`src/rtl/param_snapshot.sv`:
```
// Frame-consistent snapshot of HPS-written camera/render parameters: inputs must
// stay quiet for STABLE_CYCLES before a frame_start may commit them to the _q outputs.

module param_snapshot_word #(
  parameter logic [31:0] RST_Q = 32'd0
) (
  input  logic        clk,
  input  logic        reset_n,
  input  logic        load,
  input  logic [31:0] d,
  output logic [31:0] q,
  output logic        chg,
  output logic        diff
);
  logic [31:0] prev;

  always_ff @(posedge clk or negedge reset_n) begin
    if (!reset_n) begin
      prev <= '0;
      q    <= RST_Q;
    end else begin
      prev <= d;
      if (load) q <= prev;
    end
  end

  assign chg  = |(d ^ prev);
  assign diff = |(prev ^ q);
endmodule

module param_snapshot #(
  parameter int STABLE_CYCLES = 1024,
  parameter int FRAC_BITS     = 16
) (
  input  logic        clk,
  input  logic        reset_n,
  input  logic        frame_start,
  input  logic [31:0] eye_x_in,
  input  logic [31:0] eye_y_in,
  input  logic [31:0] eye_z_in,
  input  logic [31:0] lookat_1_1_in,
  input  logic [31:0] lookat_1_2_in,
  input  logic [31:0] lookat_1_3_in,
  input  logic [31:0] lookat_2_1_in,
  input  logic [31:0] lookat_2_2_in,
  input  logic [31:0] lookat_2_3_in,
  input  logic [31:0] lookat_3_1_in,
  input  logic [31:0] lookat_3_2_in,
  input  logic [31:0] lookat_3_3_in,
  input  logic [31:0] red_shift_in,
  input  logic [31:0] green_shift_in,
  input  logic [31:0] blue_shift_in,
  input  logic [31:0] fog_shift_in,
  input  logic [31:0] color_enables_in,
  input  logic [31:0] repetition_pow_in,
  output logic [31:0] eye_x_q,
  output logic [31:0] eye_y_q,
  output logic [31:0] eye_z_q,
  output logic [31:0] lookat_1_1_q,
  output logic [31:0] lookat_1_2_q,
  output logic [31:0] lookat_1_3_q,
  output logic [31:0] lookat_2_1_q,
  output logic [31:0] lookat_2_2_q,
  output logic [31:0] lookat_2_3_q,
  output logic [31:0] lookat_3_1_q,
  output logic [31:0] lookat_3_2_q,
  output logic [31:0] lookat_3_3_q,
  output logic [31:0] red_shift_q,
  output logic [31:0] green_shift_q,
  output logic [31:0] blue_shift_q,
  output logic [31:0] fog_shift_q,
  output logic [31:0] color_enables_q,
  output logic [31:0] repetition_pow_q,
  output logic        params_updated,
  output logic [15:0] skip_count,
  output logic        inputs_stable
);
  localparam int          NUM_W  = 18;
  localparam logic [15:0] STABLE = 16'(STABLE_CYCLES);
  localparam logic [31:0] ONE_FX = 32'd1 << FRAC_BITS;

  typedef enum logic [1:0] {SETTLE, READY, COMMIT} state_t;

  logic [NUM_W-1:0][31:0] in_vec, q_vec;
  logic [NUM_W-1:0]       word_chg, word_diff;
  logic                   changed, load, skip_inc, upd_pend;
  logic [15:0]            cnt;
  state_t                 state, state_nxt;

  // Word index 0 is eye_x; lookat diagonal sits at 3, 7, 11.
  assign in_vec = {repetition_pow_in, color_enables_in, fog_shift_in, blue_shift_in,
                   green_shift_in, red_shift_in, lookat_3_3_in, lookat_3_2_in,
                   lookat_3_1_in, lookat_2_3_in, lookat_2_2_in, lookat_2_1_in,
                   lookat_1_3_in, lookat_1_2_in, lookat_1_1_in, eye_z_in,
                   eye_y_in, eye_x_in};

  assign {repetition_pow_q, color_enables_q, fog_shift_q, blue_shift_q,
          green_shift_q, red_shift_q, lookat_3_3_q, lookat_3_2_q,
          lookat_3_1_q, lookat_2_3_q, lookat_2_2_q, lookat_2_1_q,
          lookat_1_3_q, lookat_1_2_q, lookat_1_1_q, eye_z_q,
          eye_y_q, eye_x_q} = q_vec;

  generate
    for (genvar i = 0; i < NUM_W; i++) begin : g_word
      param_snapshot_word #(
        .RST_Q((i == 3 || i == 7 || i == 11) ? ONE_FX : 32'd0)
      ) u_word (
        .clk    (clk),
        .reset_n(reset_n),
        .load   (load),
        .d      (in_vec[i]),
        .q      (q_vec[i]),
        .chg    (word_chg[i]),
        .diff   (word_diff[i])
      );
    end
  endgenerate

  assign changed = |word_chg;

  always_comb begin
    state_nxt = state;
    load      = 1'b0;
    skip_inc  = 1'b0;
    case (state)
      SETTLE: begin
        skip_inc = frame_start;
        if (cnt == STABLE && !changed) state_nxt = READY;
      end
      READY: begin
        if (changed) begin
          state_nxt = SETTLE;
          skip_inc  = frame_start;
        end else if (frame_start) begin
          state_nxt = COMMIT;
          load      = 1'b1;
        end
      end
      COMMIT:  state_nxt = changed ? SETTLE : READY;
      default: state_nxt = SETTLE;
    endcase
  end

  always_ff @(posedge clk or negedge reset_n) begin
    if (!reset_n) begin
      state          <= SETTLE;
      cnt            <= '0;
      skip_count     <= '0;
      upd_pend       <= 1'b0;
      params_updated <= 1'b0;
      inputs_stable  <= 1'b0;
    end else begin
      state <= state_nxt;
      if (changed)            cnt <= '0;
      else if (cnt != STABLE) cnt <= cnt + 16'd1;
      if (skip_inc && skip_count != 16'hFFFF) skip_count <= skip_count + 16'd1;
      // Remember at load time whether any word will actually move.
      if (load) upd_pend <= |word_diff;
      params_updated <= (state == COMMIT) && upd_pend;
      inputs_stable  <= (cnt == STABLE);
    end
  end
endmodule

```
`config.mk`:
```
export PLATFORM = sky130hd
export DESIGN_NAME = param_snapshot
export DESIGN_NICKNAME = d
export VERILOG_FILES = /design/src/rtl/param_snapshot.sv
export SDC_FILE = /design/constraint.sdc
export NUM_CORES = 2
export LEC_CHECK = 0
export ABC_AREA = 1
export CAP_MARGIN = 20
export CORE_AREA = 8 8 454 456
export CTS_CLUSTER_DIAMETER = 30
export DETAILED_ROUTE_END_ITERATION = 16
export DIE_AREA = 0 0 462 464
export PLACE_DENSITY = 0.51
export SETUP_SLACK_MARGIN = 0.1
export SYNTH_ARGS = -nofsm -noshare
export SYNTH_HDL_FRONTEND = slang
export SYNTH_HIERARCHICAL = 1
export SYNTH_SLANG_ARGS = --single-unit
```
`constraint.sdc`:
```
create_clock -name clk -period 3.9 [get_ports clk]
set_clock_uncertainty 0.15 [all_clocks]
set_input_delay 1.17 -clock clk [delete_from_list [all_inputs] [get_ports clk]]
set_output_delay 1.17 -clock clk [all_outputs]
set_load 0.02 [all_outputs]
```
=== After elaboration in Yosys (flattened, before gate mapping) ===
Cells that the tools add are included.

* Bits in registers: 1,189
* Output and inout port bits: 594
* Word-level logic and storage cells: 108

* Add/sub/neg operators: 2
* Equality and inequality tests: 7
* Mux-type cells: 12
* Bitwise operators: 36
* Reductions and logical operators: 9

{| class="wikitable"
|+ Operator list
! cell !! count
|-
| 576-bit OR reduction || 2
|-
| 32-bit XOR || 36
|-
| 16-bit by 1-bit adder with 16-bit output (second input constant) || 2
|-
| 16-bit 2-to-1 mux || 2
|-
| 16-bit by 11-bit == test with 1-bit output (second input constant) || 1
|-
| 16-bit by 11-bit != test with 1-bit output (second input constant) || 1
|-
| 16-bit != test (second input constant) || 1
|-
| 2-bit 2-to-1 mux || 3
|-
| 2-bit case mux with 3 select lines || 1
|-
| 1-bit 2-to-1 mux || 5
|-
| 1-bit logical AND || 3
|-
| 3-bit != test (second input constant) || 1
|-
| 2-bit by 1-bit == test with 1-bit output (second input constant) || 1
|-
| 2-bit == test (second input constant) || 1
|-
| 2-bit logical NOT || 1
|-
| 2-bit != test (second input constant) || 1
|-
| 1-bit case mux with 2 select lines || 1
|-
| 2-bit AND reduction || 1
|-
| 2-bit nonzero test || 1
|-
| 1-bit logical NOT || 1
|}

=== Logic depth before layout (Yosys ltp) ===
* Depth in word-level cells: 6
* Depth in mapped cells: 18
* Gate-level depth less buffers: 16

=== By module ===
Netlist, hierarchy kept.

{| class="wikitable"
|+ By module, submodules not included
! module !! times used !! cells each !! area each (um2) !! seq. area each (um2)
|-
| param_snapshot_word at g_word[0].u_word ... || 15 || 274 || 2,900.3 || 1,601.5
|-
| param_snapshot_word at g_word[11].u_word ... || 3 || 274 || 2,901.5 || 1,602.8
|-
| param_snapshot || 1 || 316 || 2,304.7 || 925.9
|}

=== Worst setup path before layout ===
No wires, ideal clock.

* Path type: input to register
* Start: input port eye_y_in[20]
* End: register g_word[0].u_word.q[10]
* Setup time: 125 ps
* Data arrival time: 4,546 ps
* Path slack: -921 ps
* Cell stages on the path: 13
* Path buffers: 2
* Path through: xnor2_1 -> nand2_1 -> nor2_1 -> nand2_1 -> nor2_1 -> nand2_1 -> or2_1 -> nor2_4 -> nand4_4 -> buf_2 -> nor3_2 -> buf_2 -> mux2_2

* Cells in the longest elaborated chain, start to end: 4

{| class="wikitable"
|+ RTL lines
! what !! RTL line !! text
|-
| from (decl) || 39 || <nowiki>input logic [31:0] eye_y_in,</nowiki>
|-
| 32-bit XOR || 27 || <nowiki>assign chg = |(d ^ prev);</nowiki>
|-
| 576-bit OR reduction || 119 || <nowiki>assign changed = |word_chg;</nowiki>
|-
| 1-bit 2-to-1 mux || 131 || <nowiki>if (changed) begin</nowiki>
|-
| 1-bit 2-to-1 mux || 125 || <nowiki>case (state)</nowiki>
|-
| via load || 86 || <nowiki>logic changed, load, skip_inc, upd_pend;</nowiki>
|-
| to (signal assigned) || 23 || <nowiki>if (load) q <= prev;</nowiki>
|-
| to (decl) || 11 || <nowiki>output logic [31:0] q,</nowiki>
|}

The timed path passes the listed nets, and every way through them passes these cells.
A chain may end at the register's enable or synchronous reset.

=== Worst setup path in the final report ===
* Start: input port lookat_3_3_in[6]
* End: register g_word[11].u_word.q[8]

* Cells in the longest elaborated chain, start to end: 4

{| class="wikitable"
|+ RTL lines
! what !! RTL line !! text
|-
| from (decl) || 49 || <nowiki>input logic [31:0] lookat_3_3_in,</nowiki>
|-
| 32-bit XOR || 27 ||
|-
| 576-bit OR reduction || 119 ||
|-
| 1-bit 2-to-1 mux || 131 ||
|-
| 1-bit 2-to-1 mux || 125 ||
|-
| via load || 86 ||
|-
| to (signal assigned) || 23 ||
|-
| to (decl) || 11 ||
|}

The timed path passes the listed nets, and every way through them passes these cells.

==> impl_metrics.xml <==
<?xml version="1.0" encoding="UTF-8"?>
<metrics>
  <group name="detailed_routing">
    <metric name="vias" unit="">41400</metric>
    <metric name="routed_wire_length_per_instance" unit="µm">21.0</metric>
    <metric name="detail_route.drc_violations" unit="">0</metric>
    <metric name="ant_nets" unit="">0</metric>
    <metric name="drt_first_pass_iters" unit="">5</metric>
    <metric name="drt_iter0_markers" unit="">2011</metric>
    <metric name="average_vias_per_placed_instance" unit="">4.22</metric>
    <metric name="wirelength" unit="µm">206000</metric>
  </group>
  <group name="synthesis">
    <metric name="synth_cell_types" unit="">36</metric>
    <metric name="yosysSeqAreaShare" unit="%">54.6</metric>
    <metric name="synth.area.top_cells" unit="">sky130_fd_sc_hd__dfrtp_1, sky130_fd_sc_hd__xnor2_1, sky130_fd_sc_hd__nand2_1, sky130_fd_sc_hd__mux2_2, sky130_fd_sc_hd__mux2_4</metric>
    <metric name="post_synth_instance_area" unit="µm²">54500</metric>
    <metric name="postSynthRegisterBits" unit="">1189</metric>
    <metric name="synthesis.area_per_instance" unit="µm²">10.4</metric>
    <metric name="synth_nets" unit="">5830</metric>
    <metric name="yosys_warnings" unit="">6</metric>
    <metric name="number_of_standard_cells_after_synthesis" unit="">5248</metric>
    <metric name="yosysTopAreaCellShare" unit="%">54.4</metric>
    <metric name="synth_area_leader_cell" unit="">sky130_fd_sc_hd__dfrtp_1</metric>
  </group>
  <group name="global_route">
    <metric name="first_pass_grt_wire_length" unit="µm">298000</metric>
    <metric name="first_global_vias" unit="">43800</metric>
    <metric name="globalRouteOverflowTotal" unit="">0</metric>
    <metric name="maximum_number_of_pins_on_one_net_before_global_route_repair" unit="">98</metric>
    <metric name="antenna_found_initial" unit="">67</metric>
    <metric name="overall_fraction_of_global_route_tracks_in_use" unit="%">18.6</metric>
  </group>
  <group name="placed_design">
    <metric name="detailedPlacementHpwl" unit="µm">161000</metric>
    <metric name="finalWeightedCongestion" unit="">0.890</metric>
    <metric name="port-buffer-count" unit="">1172</metric>
  </group>
  <group name="clock_network">
    <metric name="worst_setup_hold_path_clk_slew" unit="ns">0.04</metric>
    <metric name="cts-buffers-inserted" unit="">350</metric>
    <metric name="ctsRootBufferMaster" unit="">sky130_fd_sc_hd__clkbuf_16</metric>
    <metric name="numClockSinks" unit="">1189</metric>
    <metric name="tritoncts_clock_tree" unit="">built</metric>
    <metric name="cts-hold-fix-buffers" unit="">0</metric>
    <metric name="worst_skew_pair.late_latency" unit="ns">0.92</metric>
    <metric name="max-clock-path-buffers" unit="">4</metric>
    <metric name="htree_num_levels" unit="">5</metric>
  </group>
  <group name="sta">
    <metric name="final_period_minus_worst_setup_slack" unit="ns">3.72</metric>
    <metric name="relSlewSlack" unit="%">54.2</metric>
    <metric name="share_of_the_cycle_needed_by_the_critical_path_after_routing" unit="%">95.3</metric>
    <metric name="timing_worst_slew_pin_value" unit="ns">0.686</metric>
    <metric name="final-max-slew-violation-count" unit="">0</metric>
    <metric name="setup_repair_after_global_routing_missed_its_margin" unit="">yes</metric>
    <metric name="max_clock_freq" unit="MHz">269</metric>
    <metric name="holdWs" unit="ns">0.112</metric>
    <metric name="totalNegativeSetupSlack" unit="ns">0</metric>
    <metric name="final-hold-violation-count" unit="">0</metric>
    <metric name="finalSetupViolCount" unit="">0</metric>
  </group>
  <group name="critical_path">
    <metric name="timing.critical_path.arrival" unit="ns">4.33</metric>
    <metric name="worst_setup_end_kind" unit="">flop</metric>
    <metric name="worstReg2RegStart" unit="">g_word[10].u_word/prev[3]$_DFF_PN0_</metric>
    <metric name="critical_path.max_fanout" unit="">17</metric>
    <metric name="rr_worst_depth" unit="">18</metric>
    <metric name="r2r_slack" unit="ns">0.37</metric>
    <metric name="path_delay_family" unit="">buffers and inverters</metric>
    <metric name="cp_num_buf_inv" unit="">8</metric>
    <metric name="required_time_reported_for_the_critical_path_endpoint" unit="ns">4.51</metric>
    <metric name="worst-setup-path-type" unit="">input pin to flop</metric>
    <metric name="worstPathCellList" unit="">clkdlybuf4s50_1 -&gt; xnor2_1 -&gt; nand2_1 -&gt; nor2_1 -&gt; nand2_1 -&gt; nor2_2 -&gt; nand2_1 -&gt; buf_4 -&gt; nor2_4 -&gt; buf_6 -&gt; nand2_8 -&gt; nor2_4 -&gt; buf_12 -&gt; nand4_4 -&gt; nor3_4 -&gt; buf_6 -&gt; buf_12 -&gt; buf_16 -&gt; buf_16 -&gt; mux2_2</metric>
    <metric name="worst_setup_path_start_kind" unit="">input pin</metric>
    <metric name="critical-path-max-stage-delay" unit="ns">0.50</metric>
    <metric name="worst_path_most_repeated_cell" unit="">sky130_fd_sc_hd__nand2_1</metric>
    <metric name="timing.critical_path.slowest_stage_cell" unit="">sky130_fd_sc_hd__clkdlybuf4s50_1</metric>
    <metric name="crit-reg2reg-capture" unit="">g_word[11].u_word/q[8]$_DFFE_PN0P_</metric>
  </group>
  <group name="cells_and_area">
    <metric name="fill_cells" unit="">18900</metric>
    <metric name="fin_nets" unit="">7448</metric>
    <metric name="area_delta_synth_final" unit="%">54.9</metric>
    <metric name="share_of_cells_above_drive_strength_1" unit="%">18.4</metric>
  </group>
  <group name="floorplanning">
    <metric name="die-area" unit="µm²">214000</metric>
    <metric name="io_pins" unit="">1173</metric>
    <metric name="dieHeight" unit="µm">464</metric>
    <metric name="chipWidth" unit="µm">462</metric>
    <metric name="core_area" unit="µm²">199000</metric>
    <metric name="rows" unit="">164</metric>
    <metric name="start_util" unit="%">27.4</metric>
  </group>
  <group name="pwr">
    <metric name="cellLeakagePower" unit="µW">0.0379</metric>
    <metric name="max-vdd-ir-drop" unit="mV">0.453</metric>
    <metric name="power_density" unit="nW/µm²">525</metric>
  </group>
  <group name="flow_run">
    <metric name="cap_viol_max_count" unit="">0</metric>
  </group>
  <group name="outcome">
    <metric name="run_status" unit="">completed</metric>
  </group>
  <group name="hold_path">
    <metric name="worstHoldPathType" unit="">input pin to async pin</metric>
  </group>
</metrics>
[metrics by stage]
stage                     cell area, µm²  util, %  total power, µW  cells  setup WS (ns)
final                              84400     42.5            44300   9813          0.183
after global routing               84400     42.5            46000   9797         0.0865
after CTS                          83800     42.2            44900   9770         0.0610
after detailed placement           71200     35.8            15800   9138          -1.78
after global placement             71200     35.8            15800   9138          -1.80
after floorplan                    55200        -            14300   5248         -0.319
[flip-flops by register name, indices dropped and copies added, names as in the netlist]
name / cells
inputs_stable: 1
g_word.u_word/q: 576
cnt: 16
params_updated: 1
state: 2
g_word.u_word/prev: 576
upd_pend: 1
skip_count: 16
[metal layers]
metal	up-vias	wire, µm	track usage (%)
met5	-	307	0
met4	48	6240	6.17
met3	401	18500	7.54
met2	1245	95900	30.2
met1	20000	84900	22.4
li1	19800	-	-
[synth_stat cells, drive strengths merged]
master	n
a31oi	1
nand3b	1
clkbuf	1
o21ai	114
mux2	468
nand2	1598
xnor2	938
and2	1
and3	1
a211oi	2
ha	3
dfrtp	1186
or2	1
dfstp	3
o21bai	1
a21oi	11
nor2	419
clkinv	2
xor2	5
nor4	1
o21a	3
buf	76
nand4	25
nand3	26
inv	355
nor3	6
[how the worst max path moves through the flow]
stage          cells after the start              start                                   to  slack [ns]
3_3_place_gp                      17   lookat_3_2_in[0]   g_word[3].u_word/q[15]$_DFFE_PN0P_       -1.80
5_1_grt                           18  lookat_1_3_in[18]   g_word[6].u_word/q[16]$_DFFE_PN0P_        0.09
2_1_floorplan                     13       eye_y_in[14]  g_word[10].u_word/q[10]$_DFFE_PN0P_       -0.32
4_1_cts                           19   lookat_3_2_in[1]  g_word[10].u_word/q[19]$_DFFE_PN0P_        0.06
6_report                          20   lookat_3_3_in[6]   g_word[11].u_word/q[8]$_DFFE_PN0P_        0.18
3_5_place_dp                      17   lookat_3_2_in[0]  g_word[17].u_word/q[17]$_DFFE_PN0P_       -1.78
[final cells by class]
cell class | count | area, µm² | area share [%]
Sequential cell | 1189 | 29800 | 35.2
Multi-Input combinational cell | 3625 | 23700 | 28.1
Timing Repair Buffer | 1343 | 14200 | 16.9
Clock buffer | 480 | 10100 | 12.0
Tap cell | 2656 | 3320 | 3.94
Clock inverter | 133 | 1860 | 2.21
Inverter | 357 | 1340 | 1.59
Antenna cell | 30 | 75.1 | 0.0889
[layout by cell type (no fill, tap or decap), types with 4 or more instances in the layout]
master and count:
sky130_fd_sc_hd__clkbuf_16 360, sky130_fd_sc_hd__mux2_2 219, sky130_fd_sc_hd__buf_6 9, sky130_fd_sc_hd__nand2_2 10, sky130_fd_sc_hd__nand2_4 4, sky130_fd_sc_hd__xnor2_1 899, sky130_fd_sc_hd__nand2_1 1583, sky130_fd_sc_hd__nor2_2 26
sky130_fd_sc_hd__o21ai_1 5, sky130_fd_sc_hd__xnor2_2 39, sky130_fd_sc_hd__clkbuf_8 76, sky130_fd_sc_hd__clkinvlp_4 11, sky130_fd_sc_hd__nor2_1 379, sky130_fd_sc_hd__nand3_1 24, sky130_fd_sc_hd__dlymetal6s2s_1 64, sky130_fd_sc_hd__clkbuf_1 48
sky130_fd_sc_hd__dfrtp_1 1186, sky130_fd_sc_hd__mux2_4 249, sky130_fd_sc_hd__a21oi_1 11, sky130_fd_sc_hd__nor2_4 14, sky130_fd_sc_hd__dlygate4sd2_1 13, sky130_fd_sc_hd__buf_12 45, sky130_fd_sc_hd__xor2_1 5, sky130_fd_sc_hd__clkinv_2 69
sky130_fd_sc_hd__nand4_1 23, sky130_fd_sc_hd__diode_2 30, sky130_fd_sc_hd__inv_6 5, sky130_fd_sc_hd__buf_4 93, sky130_fd_sc_hd__o21ai_0 109, sky130_fd_sc_hd__bufinv_16 44, sky130_fd_sc_hd__clkdlybuf4s50_1 1094, sky130_fd_sc_hd__inv_1 353
sky130_fd_sc_hd__buf_16 17
[what timing repair did]
item | CTS | global route
gates resized for setup | 76 | 114
setup endpoints to repair | 611 | 490
pin swaps | 19 | 61
cloned | 7 | 4
hold endpoints to repair | 0 | 0
setup buffers | 12 | 9
[power by group]
part | internal [µW] | leakage (µW) | total, µW | switching [µW]
Sequential | 12700 | 0.0147 | 13100 | 403
Clock | 20700 | 0.00594 | 28700 | 8000
Combinational | 1310 | 0.0173 | 2510 | 1200
[cells by family (layout without fill, tap and decap cells)]
group,Yosys count,in the layout,share of synthesized area (%)
mux,468,468,10.7
fa+ha+maj,3,3,0.0689
other cells,0,30,0
simple gates,2079,2079,14.7
xor+xnor,943,943,15.2
buf+inv,434,2313,3.59
flops,1189,1189,54.6
compound gates,132,132,1.24
Note: power is estimated with default switching activity, not from simulation.
